**src/rtl/imem_pkg.sv**
```systemverilog
// imem_pkg -- shared definitions for the instruction-memory fetch block.
//   NOP_INSTR_DEFAULT : word returned for a faulting fetch (RV32I "addi x0,x0,0")
//   OCC_W / occ_t     : response-FIFO occupancy type (0..2 entries)
//   rsp_t             : one response-FIFO entry, {instr, fault} = 33 bits
//   sat_inc16()       : 16-bit saturating increment for the statistics counters
package imem_pkg;

    localparam logic [31:0] NOP_INSTR_DEFAULT = 32'h0000_0013;

    localparam int OCC_W = 2;
    typedef logic [OCC_W-1:0] occ_t;
    localparam occ_t OCC_FULL = 2'd2;

    typedef struct packed {
        logic [31:0] instr;
        logic        fault;
    } rsp_t;

    function automatic logic [15:0] sat_inc16(input logic [15:0] v);
        return (v == 16'hFFFF) ? v : v + 16'd1;
    endfunction

endpackage

```
**src/rtl/imem_rsp_fifo.sv**
```systemverilog
// imem_rsp_fifo -- two-entry response FIFO between the fetch stage and the
// response channel.
//   clk, reset_n : clock, asynchronous active-low reset
//   push, wdata  : write one {instr, fault} entry (ignored when full)
//   pop          : remove the head entry (ignored when empty)
//   valid, head  : head entry present / its contents
//   count        : current occupancy, 0..2
module imem_rsp_fifo
    import imem_pkg::*;
(
    input  logic clk,
    input  logic reset_n,
    input  logic push,
    input  rsp_t wdata,
    input  logic pop,
    output logic valid,
    output rsp_t head,
    output occ_t count
);

    rsp_t entry [2];
    logic wptr;
    logic rptr;
    occ_t occ;
    logic do_push;
    logic do_pop;

    assign do_push = push && (occ != OCC_FULL);
    assign do_pop  = pop && (occ != '0);

    // NOTE: the two entries are reset so the response outputs read zero during
    // reset; the cost is a handful of flops, unlike the instruction storage.
    always_ff @(posedge clk or negedge reset_n) begin
        if (!reset_n) begin
            for (int i = 0; i < 2; i++) entry[i] <= '0;
            wptr <= 1'b0;
            rptr <= 1'b0;
            occ  <= '0;
        end else begin
            if (do_push) begin
                entry[wptr] <= wdata;
                wptr        <= ~wptr;   // one-bit pointers wrap modulo 2
            end
            if (do_pop) rptr <= ~rptr;
            case ({do_push, do_pop})
                2'b10:   occ <= occ + 2'd1;
                2'b01:   occ <= occ - 2'd1;
                default: occ <= occ;    // push+pop together leaves occupancy as is
            endcase
        end
    end

    // A push never targets the head slot while an entry is waiting, so the
    // head stays stable until it is popped.
    assign head  = entry[rptr];
    assign valid = (occ != '0);
    assign count = occ;

endmodule

```
**src/rtl/imem_fetch.sv**
```systemverilog
// imem_fetch -- word-addressed instruction memory with a valid/ready fetch
// port, a program-load write port and saturating statistics.
//   clk, reset_n                   : clock, asynchronous active-low reset
//   load_en, load_addr, load_data  : program-load write (byte address, word data)
//   req_valid, req_ready, req_addr : fetch request channel (byte address)
//   rsp_valid, rsp_ready,
//   rsp_instr, rsp_fault           : fetch response channel, latency 1
//   fetch_cnt, fault_cnt           : accepted / faulting request counts, saturating
module imem_fetch
    import imem_pkg::*;
#(
    parameter int          DEPTH     = 64,
    parameter int          AW        = 8,
    parameter logic [31:0] NOP_INSTR = NOP_INSTR_DEFAULT,
    parameter              INIT_FILE = ""
)(
    input  logic          clk,
    input  logic          reset_n,
    input  logic          load_en,
    input  logic [AW-1:0] load_addr,
    input  logic [31:0]   load_data,
    input  logic          req_valid,
    output logic          req_ready,
    input  logic [AW-1:0] req_addr,
    output logic          rsp_valid,
    input  logic          rsp_ready,
    output logic [31:0]   rsp_instr,
    output logic          rsp_fault,
    output logic [15:0]   fetch_cnt,
    output logic [15:0]   fault_cnt
);

    localparam int IW = AW - 2;           // word-index width carried by an address
    localparam int LW = $clog2(DEPTH);    // word-index width actually stored
    localparam logic [IW:0] DEPTH_EXT = (IW + 1)'(DEPTH);

    logic [31:0] mem [DEPTH];

    logic [IW-1:0] load_idx;
    logic [IW-1:0] req_idx;
    logic          load_ok;
    logic          req_fault;
    logic          accept;
    rsp_t          fetch_rsp;
    rsp_t          head;
    occ_t          occ;

    assign load_idx = load_addr[AW-1:2];
    assign req_idx  = req_addr[AW-1:2];

    // Unaligned or out-of-range loads are dropped without any indication.
    assign load_ok = load_en && (load_addr[1:0] == 2'b00) && ({1'b0, load_idx} < DEPTH_EXT);

    // NOTE: storage is deliberately left out of reset so it maps onto
    // distributed RAM and keeps its program across a reset.
    always_ff @(posedge clk) begin
        if (load_ok) mem[load_idx[LW-1:0]] <= load_data;
    end

    assign req_fault = (req_addr[1:0] != 2'b00) || !({1'b0, req_idx} < DEPTH_EXT);

    // NOTE: every field gets a value on every path so no latch is inferred.
    always_comb begin
        fetch_rsp.fault = req_fault;
        fetch_rsp.instr = NOP_INSTR;
        if (!req_fault) fetch_rsp.instr = mem[req_idx[LW-1:0]];
    end

    // A load owns the cycle; the request waits so it sees the written word
    // on the following edge.
    assign req_ready = !load_en && (occ != OCC_FULL);
    assign accept    = req_valid && req_ready;

    imem_rsp_fifo u_rsp_fifo (
        .clk     (clk),
        .reset_n (reset_n),
        .push    (accept),
        .wdata   (fetch_rsp),
        .pop     (rsp_ready),
        .valid   (rsp_valid),
        .head    (head),
        .count   (occ)
    );

    assign rsp_instr = head.instr;
    assign rsp_fault = head.fault;

    always_ff @(posedge clk or negedge reset_n) begin
        if (!reset_n) begin
            fetch_cnt <= '0;
            fault_cnt <= '0;
        end else if (accept) begin
            fetch_cnt <= sat_inc16(fetch_cnt);
            if (req_fault) fault_cnt <= sat_inc16(fault_cnt);
        end
    end

endmodule

```
**config.mk**
```make
export PLATFORM = sky130hd
export DESIGN_NAME = imem_fetch
export DESIGN_NICKNAME = d
export VERILOG_FILES = /design/src/rtl/imem_pkg.sv /design/src/rtl/imem_rsp_fifo.sv /design/src/rtl/imem_fetch.sv
export SDC_FILE = /design/constraint.sdc
export NUM_CORES = 2
export LEC_CHECK = 0
export CAP_MARGIN = 20
export CELL_PAD_IN_SITES_DETAIL_PLACEMENT = 1
export CELL_PAD_IN_SITES_GLOBAL_PLACEMENT = 1
export CORE_ASPECT_RATIO = 1.2
export CORE_MARGIN = 8
export CORE_UTILIZATION = 45
export CTS_CLUSTER_DIAMETER = 120
export CTS_CLUSTER_SIZE = 30
export DETAILED_ROUTE_END_ITERATION = 8
export PLACE_DENSITY_LB_ADDON = 0.1
export SKIP_LAST_GASP = 1
export SYNTH_ARGS = -nofsm -noshare
export SYNTH_HDL_FRONTEND = slang
export SYNTH_HIERARCHICAL = 1
export SYNTH_SLANG_ARGS = --single-unit
export TNS_END_PERCENT = 1
```
**constraint.sdc**
```tcl
create_clock -name clk -period 6 [get_ports clk]
set_input_delay 1.2 -clock clk [delete_from_list [all_inputs] [get_ports clk]]
set_output_delay 1.2 -clock clk [all_outputs]
set_load 0.01 [all_outputs]
```
==> Word level (Yosys, flattened, before mapping) <==
Memories as Yosys holds them, arrays and structs flattened.
Cells that the tools add are included.
{ "word_totals": {"mem_count": 1, "word_cells": 51, "mem_bits_ro": 0, "regBits": 102, "output_inout_bits": 67, "mem_bits_rw": 2048, "inputBits": 53, "latchBits": 0} }
{ "mem_list": {"columns": ["name", "words", "width", "read_ports", "rd_clocked_by_memory_dff", "write_ports", "line", "rtl"], "rows": [
  ["mem", 64, 32, 1, 0, 1, "imem_fetch.sv:37", "logic [31:0] mem [DEPTH];"]
]} }
{ "classes": {"multipliers": 0, "reduce_logical": 13, "n_eq_ne": 5, "bitwise": 6, "magnitude_cmp": 3, "muxes": 10, "div": 0, "n_addsub": 4, "shifts": 0} }
{ "op_table": {"columns": ["operator", "n"], "rows": [
  ["33-bit two-way mux", 4],
  ["66-bit bitwise mux", 1],
  ["33-bit demux with 1-bit select", 1],
  ["16-bit by 1-bit adder with 16-bit output (second input constant)", 2],
  ["16-bit == test (second input constant)", 2],
  ["32-bit two-way mux", 1],
  ["1-bit logical AND", 6],
  ["2-bit nonzero test", 3],
  ["2-bit greater-or-equal comparator (second input constant)", 2],
  ["1-bit NOT", 4],
  ["1-bit NOT with 2-bit output", 2],
  ["2-bit one-hot mux with 2 select lines", 1],
  ["3-bit AND reduction", 1],
  ["2-bit by 1-bit adder with 2-bit output (second input constant)", 1],
  ["2-bit by 1-bit == test with 1-bit output (second input constant)", 1],
  ["2-bit == test (second input constant)", 1],
  ["2-bit logical NOT", 1],
  ["2-bit by 1-bit < comparator with 1-bit output (second input constant)", 1],
  ["1-bit two-way mux", 2],
  ["2-bit inequality test (second input constant)", 1],
  ["2-bit AND reduction", 1],
  ["2-bit by 1-bit subtractor with 2-bit output (second input constant)", 1],
  ["1-bit logical NOT", 1]
]} }

==> Logic depth before layout (Yosys ltp) <==
{ "logic_depth": {"ltp_word": 6, "depth_mapped": 13, "ltp_nobuf": 8} }

==> By module <==
Netlist, hierarchy kept.
{ "modules_own_cells": {"columns": ["mod", "area_per_inst_um2", "cells_per_inst", "seq_area_each_um2", "n_inst"], "rows": [
  ["imem_fetch", 79839.1, 3643, 62299.8, 1],
  ["imem_rsp_fifo", 3358.2, 194, 1751.7, 1]
]} }

==> Worst setup path before layout <==
No wires, ideal clock.
{ "synth_path": {"kind": "input to register", "start": "in load_addr[3]", "end": "mem mem[29][0] (enable)", "setup_ns": 0.421, "t_arrival_ns": 3.406, "path_buffers": 0, "cell_stages": 3, "required_ns": 5.579, "path_slack_ns": 2.173, "cell_sequence": "nor4b_1 nand3_1 nor2_1"} }
{ "synth_rtl": {"columns": ["item", "line", "rtl"], "rows": [
  ["start, declared", "imem_fetch.sv:20", "input logic [AW-1:0] load_addr,"],
  ["end, declared", "imem_fetch.sv:37", null]
]} }
Straight into the memory's write port.

==> results.yml <==
global_routing:
  grt_pass1_wl_um: 352000
  grt_max_degree: 71
  grtUsageTotal: 0.253
  antenna_found_initial: 16
  grt.overflow.total: 0
  grt_pass1_vias: 42300
yosys:
  synth_adder_area_share: 0.000451
  ys_seq_area_frac: 0.770
  synth_top_family_by_area: "multiplexers"
  ys_types: 57
  synth-simple-area-share: 0.0253
  synth_edf_count: 2048
  synth_mux_area_frac: 0.166
  syn_nets: 3893
  synth_xor_area_frac: 0.00368
  netlist_top_cells_count: "edfxtp_1 (2048), mux4_2 (514), nand2_1 (192)"
  synth_area_leader_cell: "edfxtp_1"
  netlist_area_um2: 83200
  synth_flop_cell: "edfxtp_1"
  yosysWarnings: 6
  async_reset_ff_frac: 0.0474
  ys_ff_latch: 2150
  avgSynthCellArea_um2: 21.7
  synth_compound_area_frac: 0.0204
  yosysMostFrequentCell: "edfxtp_1"
  synth_cells: 3837
  synth.area.top_cells: "edfxtp_1 (74%), mux4_2 (14%), dfrtp_1 (3.1%)"
  synth_top_area_share: 0.739
power_and_ir_drop:
  power_mw: 27.0
  p_per_area_nw_per_um2: 295
  vdd_drop_max_mv: 0.236
  p_leak_nw: 28.5
cts:
  cts_inserted_buffers: 82
  post_cts_buffers: 0
  ctsResizeCount: 0
  hold_buffers: 0
  clk_pin_slew_ns: 0.12
  cts_root_buf: "clkbuf_16"
  cts_tree: "built"
  clock_sinks: 2150
  insertion_delay_ns: 0.76
  ctsLongestPathBuffers: 3
  h-tree-depth: 3
setup_path:
  ff2ff_setup_slack_ns: 3.16
  reg2reg_from: "mem[46][5]"
  critPathTopFamily: "compound AO/OA/AOI/OAI gates"
  crit_type: "in -> reg"
  crit_slowest_cell: "o21ai_0"
  worstSetupEndpointType: "register"
  r2r_end: "u_rsp_fifo/entry[39]"
  required_ns: 6.70
  critPathBufInv: 2
  startpoint_type: "input port"
  r2r_cells: 7
  critical_path_arrival_ns: 4.93
  cp_cell_sequence: "buf_8 -> buf_12 -> mux4_2 -> nand2_1 -> and3_1 -> a311oi_1 -> nor2_1 -> o21ai_0 -> mux2_4"
  cp_max_fo: 61
  cp_slowest_stage_delay_ns: 0.77
worst_hold_path:
  worstHoldPathType: "in -> async"
drt:
  drcViolationCount: 0
  via_per_inst: 6.26
  wire_per_inst_um: 39.1
  routed_wl_um: 257000
  vias: 41100
  drtIter0Drc: 4717
  drt_first_pass_iters: 5
  ant_nets: 0
floorplanning:
  io_pins: 120
  dieArea_um2: 199000
  die_h_um: 487
  rows: 173
  die_w_um: 409
  start_util: 0.451
  core_area_um2: 184000
run_status:
  status: "complete, no violations"
timing:
  setup_viol: 0
  timing.fmax_mhz: 236
  finalCritPeriodShare: 0.706
  maxSlewHeadroom: 0.255
  finalMaxSlewViolations: 0
  rsz0062_at_grt: "no"
  skew_ns: 0.0604
  worst_slack_ns: 1.77
  hold_viol: 0
  fin_crit_ns: 4.23
  fin_setup_tns_ns: 0
  worst_pin_slew_ns: 1.12
cells_and_area:
  area_growth_pct: 9.93
  drive_above_1_share: 0.258
  final_nets: 4120
placed_design:
  routabilityCongestion: 0.799
  dp.final_hpwl_um: 152000
  io_buffers: 119
  dp_worst_setup_slack_ns: 1.00
run:
  max_cap_viol_count: 0
## state kept, by name, summed over array words and instances, names as in the netlist
| name | count |
|---|---|
| fault_cnt | 16 |
| u_rsp_fifo/entry | 66 |
| u_rsp_fifo/rptr | 1 |
| u_rsp_fifo/wptr | 1 |
| fetch_cnt | 16 |
| u_rsp_fifo/count | 2 |
| mem | 2048 |
## cells by family after synthesis
| group | count (synthesis) |
|---|---|
| simple gates | 484 |
| xor+xnor | 35 |
| mux | 699 |
| buf+inv | 213 |
| compound gates | 253 |
| fa+ha+maj | 3 |
| flops | 2150 |
## worst max path at each step
stage,start,end,slack [ns],cells past startpoint
CTS,u_rsp_fifo/rptr,rsp_instr[3],1.80,3
floorplan,load_addr[3],mem[29][0],2.17,3
global route,req_addr[2],u_rsp_fifo/entry[6],1.75,9
finish,req_addr[2],u_rsp_fifo/entry[39],1.77,9
global placement,req_addr[3],u_rsp_fifo/entry[8],1.06,10
detailed placement,req_addr[2],u_rsp_fifo/entry[41],1.00,9
## layout by cell type, fill, tap and decap left out, types with 9 or more instances in the layout
| cell type | n |
|---|---|
| o22ai_1 | 13 |
| a31oi_1 | 24 |
| nand4_1 | 13 |
| nand3_1 | 64 |
| a21oi_1 | 52 |
| mux4_2 | 514 |
| clkbuf_16 | 84 |
| a221oi_1 | 20 |
| nand2_1 | 192 |
| mux2i_1 | 79 |
| a22oi_1 | 52 |
| clkdlybuf4s50_1 | 80 |
| nor2b_1 | 9 |
| a211oi_1 | 12 |
| mux2_4 | 60 |
| o211ai_1 | 11 |
| and3_1 | 11 |
| buf_2 | 33 |
| xor2_1 | 19 |
| nor3_1 | 9 |
| xnor2_1 | 16 |
| dfrtp_1 | 102 |
| nor2_1 | 79 |
| buf_12 | 58 |
| buf_4 | 171 |
| o21ai_0 | 38 |
| clkbuf_1 | 42 |
| nor2_4 | 66 |
| mux2_2 | 46 |
| edfxtp_1 | 2048 |
## layout make-up
class,instances,area (µm²)
inverter,11,45.0
clock inverter,7,113
multi-input combinational,1474,18500
sequential,2150,64100
fill,16400,93000
clock buffer,126,2260
timing repair buffer,345,3460
antenna,3,7.51
tap,2450,3070
## power breakdown
part,leakage (nW),switching (mW),total [mW],internal (mW)
combinational,7.63,1.64,2.86,1.22
clock,1.13,4.55,7.23,2.68
sequential,19.7,0.201,16.9,16.7
total,28.5,6.39,27.0,20.6
## stage by stage
stage | cell area (µm²) | cells | util | hold WS, ns
floorplan | 83200 | 3837 | - | 0.452
global placement | 88900 | 6421 | 0.482 | 0.479
detailed placement | 88900 | 6422 | 0.482 | 0.482
CTS | 91300 | 6555 | 0.495 | 0.302
global route | 91500 | 6564 | 0.496 | 0.345
finish | 91500 | 6566 | 0.496 | 0.349
## routing by layer
layer  share of wire  GRT usage  vias up
li1                -          -    16300
met5         0.00019          0        -
met1            0.41      0.347    23100
met3           0.060     0.0313      224
met4           0.024     0.0604        8
met2            0.51      0.435     1452
Note: power is estimated with default switching activity, not from simulation.
